$ cat src/rtl/win_out_sched_if.sv
// win_out_sched_if
//   Bundles the two streaming handshakes of the Winograd output scheduler.
//   The request side carries 4x4 product tiles from the multiply lanes.
//   The result side carries transformed 2x2 tiles to the feature-map writer.
//   Signals:
//     req_valid  [NUM_REQ]      lane i holds a tile
//     req_data   [NUM_REQ*512]  lane i tile {row1,row2,row3,row4}, row1 in MSBs
//     req_ready  [NUM_REQ]      one-hot accept pulse
//     out_valid / out_ready     result handshake
//     out_data   [128]          {f2_2,f2_1,f1_2,f1_1}
//     out_tile_x / out_tile_y   tile coordinates (4 bits each)
//     out_src    [3]            lane that supplied the tile
//   Modports: master = lanes + sink (testbench side), slave = scheduler.
interface win_out_sched_if #(
  parameter int NUM_REQ = 2
);
  logic [NUM_REQ-1:0]     req_valid;
  logic [NUM_REQ*512-1:0] req_data;
  logic [NUM_REQ-1:0]     req_ready;
  logic                   out_valid;
  logic                   out_ready;
  logic [127:0]           out_data;
  logic [3:0]             out_tile_x;
  logic [3:0]             out_tile_y;
  logic [2:0]             out_src;

  modport master (
    output req_valid, req_data, out_ready,
    input  req_ready, out_valid, out_data, out_tile_x, out_tile_y, out_src
  );

  modport slave (
    input  req_valid, req_data, out_ready,
    output req_ready, out_valid, out_data, out_tile_x, out_tile_y, out_src
  );
endinterface

$ cat src/rtl/win_out_sched.sv
// win_out_sched
//   Sequencer/arbiter for the Winograd F(2x2,3x3) output-transform unit.
//   Accepts one 4x4 product tile at a time from NUM_REQ lanes (round-robin),
//   launches the transform, captures its 2x2 result and streams it out tagged
//   with tile (x,y) and the source lane. One tile is in flight at a time.
//   Ports:
//     clk, rst          clock, synchronous active-high reset
//     start             pulse: begin a frame of TILES_X*TILES_Y tiles
//     bus (slave)       request and result handshakes, see win_out_sched_if
//     xf_enable         one-cycle launch strobe to the transform
//     xf_m_tmp1..4      operand rows, held from launch until capture
//     xf_f_tmp          transform result
//     xf_end_signal     transform completion strobe
//     busy              frame in progress (any state but IDLE)
//     done              one-cycle pulse after the last tile is accepted
//     err               sticky watchdog error
//   Build option: define WIN_SCHED_WDOG_EN to build a WAIT-state watchdog of
//   WDOG_CYC cycles (counted from launch) that aborts the frame and sets err.
//   Without it, err is tied low and WAIT waits indefinitely.
module win_out_sched #(
  parameter int NUM_REQ = 2,
  parameter int TILES_X = 14,
  parameter int TILES_Y = 14
`ifdef WIN_SCHED_WDOG_EN
  ,
  parameter int WDOG_CYC = 15
`endif
) (
  input  logic           clk,
  input  logic           rst,
  input  logic           start,
  win_out_sched_if.slave bus,
  output logic           xf_enable,
  output logic [127:0]   xf_m_tmp1,
  output logic [127:0]   xf_m_tmp2,
  output logic [127:0]   xf_m_tmp3,
  output logic [127:0]   xf_m_tmp4,
  input  logic [127:0]   xf_f_tmp,
  input  logic           xf_end_signal,
  output logic           busy,
  output logic           done,
  output logic           err
);

  typedef enum logic [2:0] {
    S_IDLE   = 3'd0,
    S_ARB    = 3'd1,
    S_LAUNCH = 3'd2,
    S_WAIT   = 3'd3,
    S_OUT    = 3'd4,
    S_DONE   = 3'd5
  } state_t;

  state_t     state_r;
  logic [2:0] rr_r;
  logic [3:0] tile_x_r;
  logic [3:0] tile_y_r;
  logic [7:0] valid8_s;
  logic [3:0] cand_s;
  logic       grant_found_s;
  logic [2:0] grant_idx_s;
  logic       last_tile_s;
`ifdef WIN_SCHED_WDOG_EN
  logic [4:0] wdog_r;
`endif

  assign bus.out_tile_x = tile_x_r;
  assign bus.out_tile_y = tile_y_r;
  assign last_tile_s    = (tile_x_r == 4'(TILES_X - 1)) && (tile_y_r == 4'(TILES_Y - 1));

  // Round-robin search: first valid lane strictly after the last grant, wrapping.
  always_comb begin
    valid8_s      = 8'(bus.req_valid);
    grant_found_s = 1'b0;
    grant_idx_s   = 3'd0;
    cand_s        = 4'd0;
    for (int k = 1; k <= NUM_REQ; k++) begin
      cand_s = 4'(rr_r) + 4'(k);
      if (cand_s >= 4'(NUM_REQ)) begin
        cand_s = cand_s - 4'(NUM_REQ);
      end else begin
        cand_s = cand_s;
      end
      if (!grant_found_s && valid8_s[cand_s[2:0]]) begin
        grant_found_s = 1'b1;
        grant_idx_s   = cand_s[2:0];
      end else begin
        grant_found_s = grant_found_s;
      end
    end
  end

  // Accept pulse is combinational so it coincides with the cycle the tile is copied.
  always_comb begin
    bus.req_ready = '0;
    for (int i = 0; i < NUM_REQ; i++) begin
      if ((state_r == S_ARB) && grant_found_s && (grant_idx_s == 3'(i))) begin
        bus.req_ready[i] = 1'b1;
      end else begin
        bus.req_ready[i] = 1'b0;
      end
    end
  end

  // Main sequencer: state, operand/result registers, tile counters and flags.
  always_ff @(posedge clk) begin
    if (rst) begin
      state_r       <= S_IDLE;
      rr_r          <= 3'(NUM_REQ - 1);
      tile_x_r      <= 4'd0;
      tile_y_r      <= 4'd0;
      xf_enable     <= 1'b0;
      xf_m_tmp1     <= 128'd0;
      xf_m_tmp2     <= 128'd0;
      xf_m_tmp3     <= 128'd0;
      xf_m_tmp4     <= 128'd0;
      bus.out_valid <= 1'b0;
      bus.out_data  <= 128'd0;
      bus.out_src   <= 3'd0;
      busy          <= 1'b0;
      done          <= 1'b0;
`ifdef WIN_SCHED_WDOG_EN
      wdog_r        <= 5'd0;
      err           <= 1'b0;
`endif
    end else begin
      case (state_r)
        S_IDLE: begin
          if (start) begin
            state_r <= S_ARB;
            busy    <= 1'b1;
          end else begin
            state_r <= S_IDLE;
          end
        end
        S_ARB: begin
          if (grant_found_s) begin
            xf_m_tmp1   <= bus.req_data[int'(grant_idx_s)*512 + 384 +: 128];
            xf_m_tmp2   <= bus.req_data[int'(grant_idx_s)*512 + 256 +: 128];
            xf_m_tmp3   <= bus.req_data[int'(grant_idx_s)*512 + 128 +: 128];
            xf_m_tmp4   <= bus.req_data[int'(grant_idx_s)*512 +: 128];
            bus.out_src <= grant_idx_s;
            rr_r        <= grant_idx_s;
            xf_enable   <= 1'b1;
            state_r     <= S_LAUNCH;
          end else begin
            state_r <= S_ARB;
          end
        end
        S_LAUNCH: begin
          xf_enable <= 1'b0;
          state_r   <= S_WAIT;
`ifdef WIN_SCHED_WDOG_EN
          // The launch cycle counts as the first watched cycle.
          wdog_r    <= 5'd1;
`endif
        end
        S_WAIT: begin
          if (xf_end_signal) begin
            bus.out_data  <= xf_f_tmp;
            bus.out_valid <= 1'b1;
            state_r       <= S_OUT;
          end
`ifdef WIN_SCHED_WDOG_EN
          else if (wdog_r == 5'(WDOG_CYC - 1)) begin
            err      <= 1'b1;
            busy     <= 1'b0;
            tile_x_r <= 4'd0;
            tile_y_r <= 4'd0;
            state_r  <= S_IDLE;
          end else begin
            wdog_r <= wdog_r + 5'd1;
          end
`else
          else begin
            state_r <= S_WAIT;
          end
`endif
        end
        S_OUT: begin
          if (bus.out_ready) begin
            bus.out_valid <= 1'b0;
            if (last_tile_s) begin
              tile_x_r <= 4'd0;
              tile_y_r <= 4'd0;
              done     <= 1'b1;
              state_r  <= S_DONE;
            end else if (tile_x_r == 4'(TILES_X - 1)) begin
              tile_x_r <= 4'd0;
              tile_y_r <= tile_y_r + 4'd1;
              state_r  <= S_ARB;
            end else begin
              tile_x_r <= tile_x_r + 4'd1;
              state_r  <= S_ARB;
            end
          end else begin
            state_r <= S_OUT;
          end
        end
        S_DONE: begin
          done     <= 1'b0;
          busy     <= 1'b0;
          tile_x_r <= 4'd0;
          tile_y_r <= 4'd0;
          state_r  <= S_IDLE;
        end
        default: begin
          xf_enable     <= 1'b0;
          bus.out_valid <= 1'b0;
          busy          <= 1'b0;
          done          <= 1'b0;
          state_r       <= S_IDLE;
        end
      endcase
    end
  end

`ifndef WIN_SCHED_WDOG_EN
  assign err = 1'b0;
`endif

endmodule

$ cat src/flat_wrapper.sv
// flat-port wrapper written by rule: the top's interface ports become plain ports
module win_out_sched_flat 
#(
  parameter int NUM_REQ = 2,
  parameter int TILES_X = 14,
  parameter int TILES_Y = 14

)
  (clk, rst, start, xf_enable, xf_m_tmp1, xf_m_tmp2, xf_m_tmp3, xf_m_tmp4, xf_f_tmp, xf_end_signal, busy, done, err, bus_req_valid, bus_req_data, bus_out_ready, bus_req_ready, bus_out_valid, bus_out_data, bus_out_tile_x, bus_out_tile_y, bus_out_src);
  win_out_sched_if #(.NUM_REQ(NUM_REQ)) bus_i ();
  input  logic clk;
  input  logic rst;
  input  logic start;
  output logic xf_enable;
  output logic [127:0] xf_m_tmp1;
  output logic [127:0] xf_m_tmp2;
  output logic [127:0] xf_m_tmp3;
  output logic [127:0] xf_m_tmp4;
  input  logic [127:0] xf_f_tmp;
  input  logic xf_end_signal;
  output logic busy;
  output logic done;
  output logic err;
  input wire logic [$bits(bus_i.req_valid)-1:0] bus_req_valid;
  input wire logic [$bits(bus_i.req_data)-1:0] bus_req_data;
  input wire logic [$bits(bus_i.out_ready)-1:0] bus_out_ready;
  output wire logic [$bits(bus_i.req_ready)-1:0] bus_req_ready;
  output wire logic [$bits(bus_i.out_valid)-1:0] bus_out_valid;
  output wire logic [$bits(bus_i.out_data)-1:0] bus_out_data;
  output wire logic [$bits(bus_i.out_tile_x)-1:0] bus_out_tile_x;
  output wire logic [$bits(bus_i.out_tile_y)-1:0] bus_out_tile_y;
  output wire logic [$bits(bus_i.out_src)-1:0] bus_out_src;
  assign bus_i.req_valid = bus_req_valid;
  assign bus_i.req_data = bus_req_data;
  assign bus_i.out_ready = bus_out_ready;
  assign bus_req_ready = bus_i.req_ready;
  assign bus_out_valid = bus_i.out_valid;
  assign bus_out_data = bus_i.out_data;
  assign bus_out_tile_x = bus_i.out_tile_x;
  assign bus_out_tile_y = bus_i.out_tile_y;
  assign bus_out_src = bus_i.out_src;
  win_out_sched #(.NUM_REQ(NUM_REQ), .TILES_X(TILES_X), .TILES_Y(TILES_Y)) u_core (.clk(clk), .rst(rst), .start(start), .bus(bus_i), .xf_enable(xf_enable), .xf_m_tmp1(xf_m_tmp1), .xf_m_tmp2(xf_m_tmp2), .xf_m_tmp3(xf_m_tmp3), .xf_m_tmp4(xf_m_tmp4), .xf_f_tmp(xf_f_tmp), .xf_end_signal(xf_end_signal), .busy(busy), .done(done), .err(err));
endmodule
$ cat config.mk
export PLATFORM = sky130hd
export DESIGN_NAME = win_out_sched_flat
export DESIGN_NICKNAME = d
export VERILOG_FILES = /design/src/rtl/win_out_sched_if.sv /design/src/rtl/win_out_sched.sv /design/src/flat_wrapper.sv
export SDC_FILE = /design/constraint.sdc
export NUM_CORES = 1
export LEC_CHECK = 0
export ABC_CLOCK_PERIOD_IN_PS = 4920
export CORE_AREA = 2 2 716 718
export DETAILED_ROUTE_END_ITERATION = 16
export DIE_AREA = 0 0 718 720
export GPL_ROUTABILITY_DRIVEN = 1
export PLACE_DENSITY_LB_ADDON = 0.15
export SLEW_MARGIN = 15
export SYNTH_ARGS = -nofsm -noshare
export SYNTH_HDL_FRONTEND = slang
export SYNTH_SLANG_ARGS = --single-unit
$ cat constraint.sdc
create_clock -name clk -period 4.92 [get_ports clk]
set_input_delay 1.476 -clock clk [delete_from_list [all_inputs] [get_ports clk]]
set_output_delay 1.476 -clock clk [all_outputs]
set_load 0.005 [all_outputs]
## Word-level counts from Yosys, hierarchy flattened

Cells that the tools add are included.

| storage, ports and cells | value |
|---|---|
| flip-flop bits (word level) | 661 |
| latch bits | 0 |
| RAM bits | 0 |
| bits in read-only memories | 0 |
| output and inout bits | 658 |
| word-level logic and storage cells | 106 |
| memories | 0 |

| cells by class | value |
|---|---|
| add/subtract/negate cells | 9 |
| $mul | 0 |
| div/mod/pow operators | 0 |
| magnitude comparators | 4 |
| equal/unequal tests | 14 |
| shift operators | 4 |
| multiplexer cells | 36 |
| bitwise operators | 4 |
| reduce and logical (&&, ||, !) cells | 21 |

Operators by type and width:

| cell | number |
|---|---|
| 1024-bit by 32-bit indexed part select with 128-bit output | 3 |
| 1024-bit by 13-bit indexed part select with 128-bit output | 1 |
| 12-bit by 9-bit adder with 13-bit output (second input constant) | 2 |
| 4-bit two-way mux | 6 |
| 3-bit two-way mux | 7 |
| 4-bit one-hot mux with 2 select lines | 2 |
| 4-bit OR reduction | 4 |
| 3-bit one-hot mux with 5 select lines | 1 |
| 12-bit by 8-bit adder with 13-bit output (second input constant) | 1 |
| 1-bit two-way mux | 13 |
| 2-bit AND reduction | 5 |
| 3-bit AND reduction | 3 |
| 4-bit by 1-bit adder with 4-bit output (second input constant) | 2 |
| 4-bit equality test (second input constant) | 2 |
| 4-bit by 2-bit >= comparator with 1-bit output (second input constant) | 2 |
| 3-bit by 4-bit < comparator with 1-bit output (second input constant) | 2 |
| 1-bit binary-select mux with 3-bit select | 2 |
| 3-bit by 1-bit equality test with 1-bit output (second input constant) | 2 |
| 3-bit by 2-bit equality test with 1-bit output (second input constant) | 2 |
| 3-bit equality test (second input constant) | 2 |
| 3-bit zero test | 2 |
| 2-bit != test (second input constant) | 3 |
| 1-bit one-hot mux with 2 select lines | 3 |
| 3-bit by 2-bit subtractor with 3-bit output (second input constant) | 2 |
| 10 further kinds | 18 |

## Longest topological paths before layout

| logic depth | value |
|---|---|
| depth in word-level cells | 12 |
| gate-level depth with buffers | 11 |
| depth with buffers taken out | 7 |

## Least setup slack after synthesis

Ideal clock, no wire load.

| timing | value |
|---|---|
| kind | input -> output |
| start | input bus_req_valid[1] |
| end | output bus_req_ready[0] |
| arrival | 2.862 ns |
| data required time | 3.444 ns |
| setup slack | 0.582 ns |
| stages | 6 |
| buffers on the path | 2 |
| path through | mux2i_1 -> or2_2 -> a2111oi_4 -> buf_6 -> buf_2 -> or2_2 |

| on the way | value |
|---|---|
| cells in the longest elaborated chain, start to end | 9 |

Ends and longest elaborated chain:

| what | RTL line | text |
|---|---|---|
| start, declared | flat_wrapper.sv:24 | `input wire logic [$bits(bus_i.req_valid)-1:0] bus_req_valid;` |
| 1-bit binary-select mux with 3-bit select | win_out_sched.sv:84 | `if (!grant_found_s && valid8_s[cand_s[2:0]]) begin` |
| 1-bit two-way mux (implied by the code) | win_out_sched.sv:84 |  |
| 1-bit two-way mux | win_out_sched.sv:84 |  |
| 1-bit zero test | win_out_sched.sv:84 |  |
| 1-bit logical AND | win_out_sched.sv:84 |  |
| 3-bit two-way mux / 1-bit two-way mux (equally long branches) | win_out_sched.sv:84 |  |
| 3-bit zero test / 1-bit logical AND (equally long branches) | win_out_sched.sv:97 | `if ((state_r == S_ARB) && grant_found_s && (grant_idx_s == 3'(i))) begin` |
| 1-bit logical AND * | win_out_sched.sv:97 |  |
| 1-bit two-way mux * | win_out_sched.sv:97 |  |
| end, declared | flat_wrapper.sv:27 | `output wire logic [$bits(bus_i.req_ready)-1:0] bus_req_ready;` |

Every way passes the cells marked *; elsewhere a longest branch is shown, timed or not. The select of a mux whose other input is x is not followed.

## Final worst setup path

Ends and elaborated chain as after synthesis.

==> run metrics <==
die height=720 µm; pre-CTS setup slack=-0.6825 ns; Area Growth Syn to Fin=103.9%; crit-path max FO=3; Clock Path Buffers=4; Tcrit/Tclk final=0.9787; die area=0.5170 mm²; min Tclk post-route=4.815 ns; CP endpoint kind=output pin; reg2reg path depth=12; GRT Overall Usage=0.1381; DP Area=0.05432 mm²; fmax=207.7 MHz; Post-DP HPWL=305500 µm; # DRC=0; reg2reg end=u_core.xf_m_tmp2[15]$_SDFFE_PP0P_; Max Cap Viol=0; worst r2r src=u_core.rr_r[1]$_SDFFE_PP0P_; Slew Limit Fails=0; CTS tree=yes; WS Path Type=input pin to output pin; post-route setup slack=0.1049 ns; grt total ovfl=0; clk_lat worst skew=0.85 ns; wirelength, routed=374500 µm; CTS Buf Count=103; Pwr Total=0.01860 W; largest net degree at the start of global routing=147; first-pass GRT wire length=466700 µm; FFs w/ async S/R, synth=0; Post-Syn Area per Cell=7.763 µm²; post-route antenna net violation count=0; Final Cell Area=0.05782 mm²; CTS root buf=clkbuf_16; crit path cell chain=clkdlybuf4s15_2 > mux2i_4 > or2_4 > a2111oi_4 > buf_6 > or2_4 > buf_12 > clkdlybuf4s50_1; Net Count, Synth=4822; routability congestion estimate=0.9106; Starting Density=0.05578; clk sinks=659; CTS H-tree depth=3; Yosys reg bits=659; Finished Layout Cells=12.09k; worst slew pin tran=1.395 ns; Register Area=0.01320 mm²; Syn. warnings=0; via count=38.10k; RSZ-0062 raised after global routing=false; Final Hold Vio Count=0; wire per inst=30.97 µm; status=complete, no violations; vias per inst=3.151; Crit path top cell by count=or2_4; Slew HR=0.06994; nets@finish=6415; clk slew on worst S/H paths=0.06 ns; fillers=58.72k; vias in the first global route=38.14k; area of the multi-input gates=0.01335 mm²; Core Box Area=0.5084 mm²; EDFF count, synth=0; distinct cell type count after synthesis=44; Layout Skew=0.04791 ns; Cell Area, Synth=0.02836 mm²; cells after synthesis=3653; top cell type's share of synthesized area=0.4652; # IOs=1817; Critical Path RT=3.44 ns; class of the worst hold path=flip-flop to flip-flop; top cells by area, synth=dfxtp_1 47%, o21ai_0 25%, a31oi_1 11%; register area share after synthesis=0.4652; CP arrival=3.34 ns; Worst Hold End=u_core.bus.out_data[43]$_SDFFE_PP0P_; Synth area leader=dfxtp_1; hold path startpoint=u_core.bus.out_data[43]$_SDFFE_PP0P_; Iter 0 DRT Violations=2842; Leak=16.53 nW; VDD IR-drop max=0.2570 mV; share of cells above drive strength 1=0.05736; initial antenna violation count=195; Detailed Routing Iterations Pass 1=5; Hold Crit Depth=2; die width=718 µm; CTS Hold Bufs=0; CP max stage cell=clkdlybuf4s50_1; Main synth FF type=dfxtp_1; CP Launch Type=input pin; reg2reg setup slack=0.95 ns; Pwr Density=321.7 mW/mm²; Setup violations, final=0; I/O Buffers=1815; placed cell count=11.87k; Site Rows=262; slowest cell delay on critical path=0.49 ns
## registers in the layout, summed over array words and instances, names as in the netlist, 3 cells and up
name                   cells
u_core.bus.out_data      128
u_core.bus.out_tile_x      4
u_core.rr_r                3
u_core.state_r             3
u_core.bus.out_tile_y      4
u_core.xf_m_tmp2         128
u_core.xf_m_tmp4         128
u_core.xf_m_tmp3         128
u_core.xf_m_tmp1         128
## repair_timing
item                                    4_1_cts  5_1_grt
pin swaps                                     4        2
gates resized for setup                      25        3
endpoints found under the setup margin        2        1
setup buffers                                 6        2
## cell usage in the layout, fill, tap and decap left out, types with 3 or more instances in the layout
master / synthesis / routed
nand2_1: 266 / 265
diode_2: 0 / 41
nor2_1: 19 / 18
or3_1: 3 / 3
clkbuf_16: 0 / 104
buf_4: 3 / 96
nand3_1: 5 / 4
ha_1: 10 / 9
xor2_1: 3 / 3
a31oi_1: 515 / 515
clkinvlp_4: 0 / 3
dfxtp_1: 659 / 655
clkdlybuf4s50_1: 0 / 1796
buf_12: 0 / 35
nor3_1: 5 / 5
clkbuf_1: 319 / 30
inv_1: 8 / 7
nor2b_1: 3 / 3
o21ai_1: 151 / 151
dfxtp_2: 0 / 3
clkinv_2: 0 / 7
a21oi_1: 139 / 139
clkbuf_8: 0 / 26
o21ai_0: 1391 / 1391
nand2b_1: 5 / 5
## through the flow
step           hold slack (ns)  setup TNS, ns    util
3_3_place_gp            0.4439         -53.21  0.1068
6_report                0.4524              0  0.1137
2_1_floorplan           0.4527              0       -
3_5_place_dp            0.4457         -44.51  0.1068
4_1_cts                 0.4531              0  0.1135
5_1_grt                 0.4731              0  0.1136
## final cells by class
class / count / share of cell area
inverter: 8 / 0.0005627
antenna: 41 / 0.001775
timing repair buffer: 1932 / 0.3365
tap: 6732 / 0.1457
clock buffer: 160 / 0.05315
multi-input combinational: 2542 / 0.2308
sequential: 659 / 0.2283
clock inverter: 16 / 0.003160
## synthesized netlist by cell type (all sizes together) (2+ instances only)
master	instances
o21ai	1542
dfxtp	659
a31oi	515
clkbuf	370
nand2	266
a21oi	139
buf	74
nor2	20
ha	10
inv	8
nand2b	5
nand3	5
nor3	5
nor2b	3
or3	3
xor2	3
a2111oi	2
and3	2
and4	2
mux2i	2
nor3b	2
or2	2
## critical path, delay by kind of cell
family          cells  cell delay [ns]
simple gates        2             0.41
buf+inv             4             1.00
mux                 1             0.10
compound gates      1             0.32
## power breakdown
group | internal (W) | switching [W] | total [W]
clock | 0.00435 | 0.00322 | 0.00757
sequential | 0.00580 | 0.000452 | 0.00625
combinational | 0.00204 | 0.00273 | 0.00477
total | 0.0122 | 0.00640 | 0.0186
## how the worst max path moves through the flow
stage                     start  slack, ns                to  depth (start not counted)
6_report       bus_req_valid[1]       0.10  bus_req_ready[0]                          8
5_1_grt        bus_req_valid[1]       0.02  bus_req_ready[0]                          8
4_1_cts        bus_req_valid[1]      0.009  bus_req_ready[0]                          8
3_5_place_dp   bus_req_valid[0]      -0.68  bus_req_ready[1]                          8
3_3_place_gp   bus_req_valid[0]      -0.74  bus_req_ready[1]                          9
2_1_floorplan  bus_req_valid[1]       0.58  bus_req_ready[0]                          6
## kinds of logic after synthesis
family,count (synthesis),share of synthesized area
AO/OA/AOI/OAI,2206,0.4147
XOR/XNOR,4,0.001236
adder cells (fa/ha/maj),10,0.004412
buffers and inverters,452,0.06834
flip-flops,659,0.4652
multiplexers,2,0.0007060
other,1,0.0001322
AND/OR/NAND/NOR,319,0.04527
## layer usage
layer	routed length [µm]	track usage	vias up
met5	861	0	-
met4	10150	0.03326	126
met3	40460	0.06447	462
met2	171500	0.2260	1862
met1	151500	0.1628	18930
li1	-	-	16710
No activity file was read; power rests on OpenSTA's default activity.
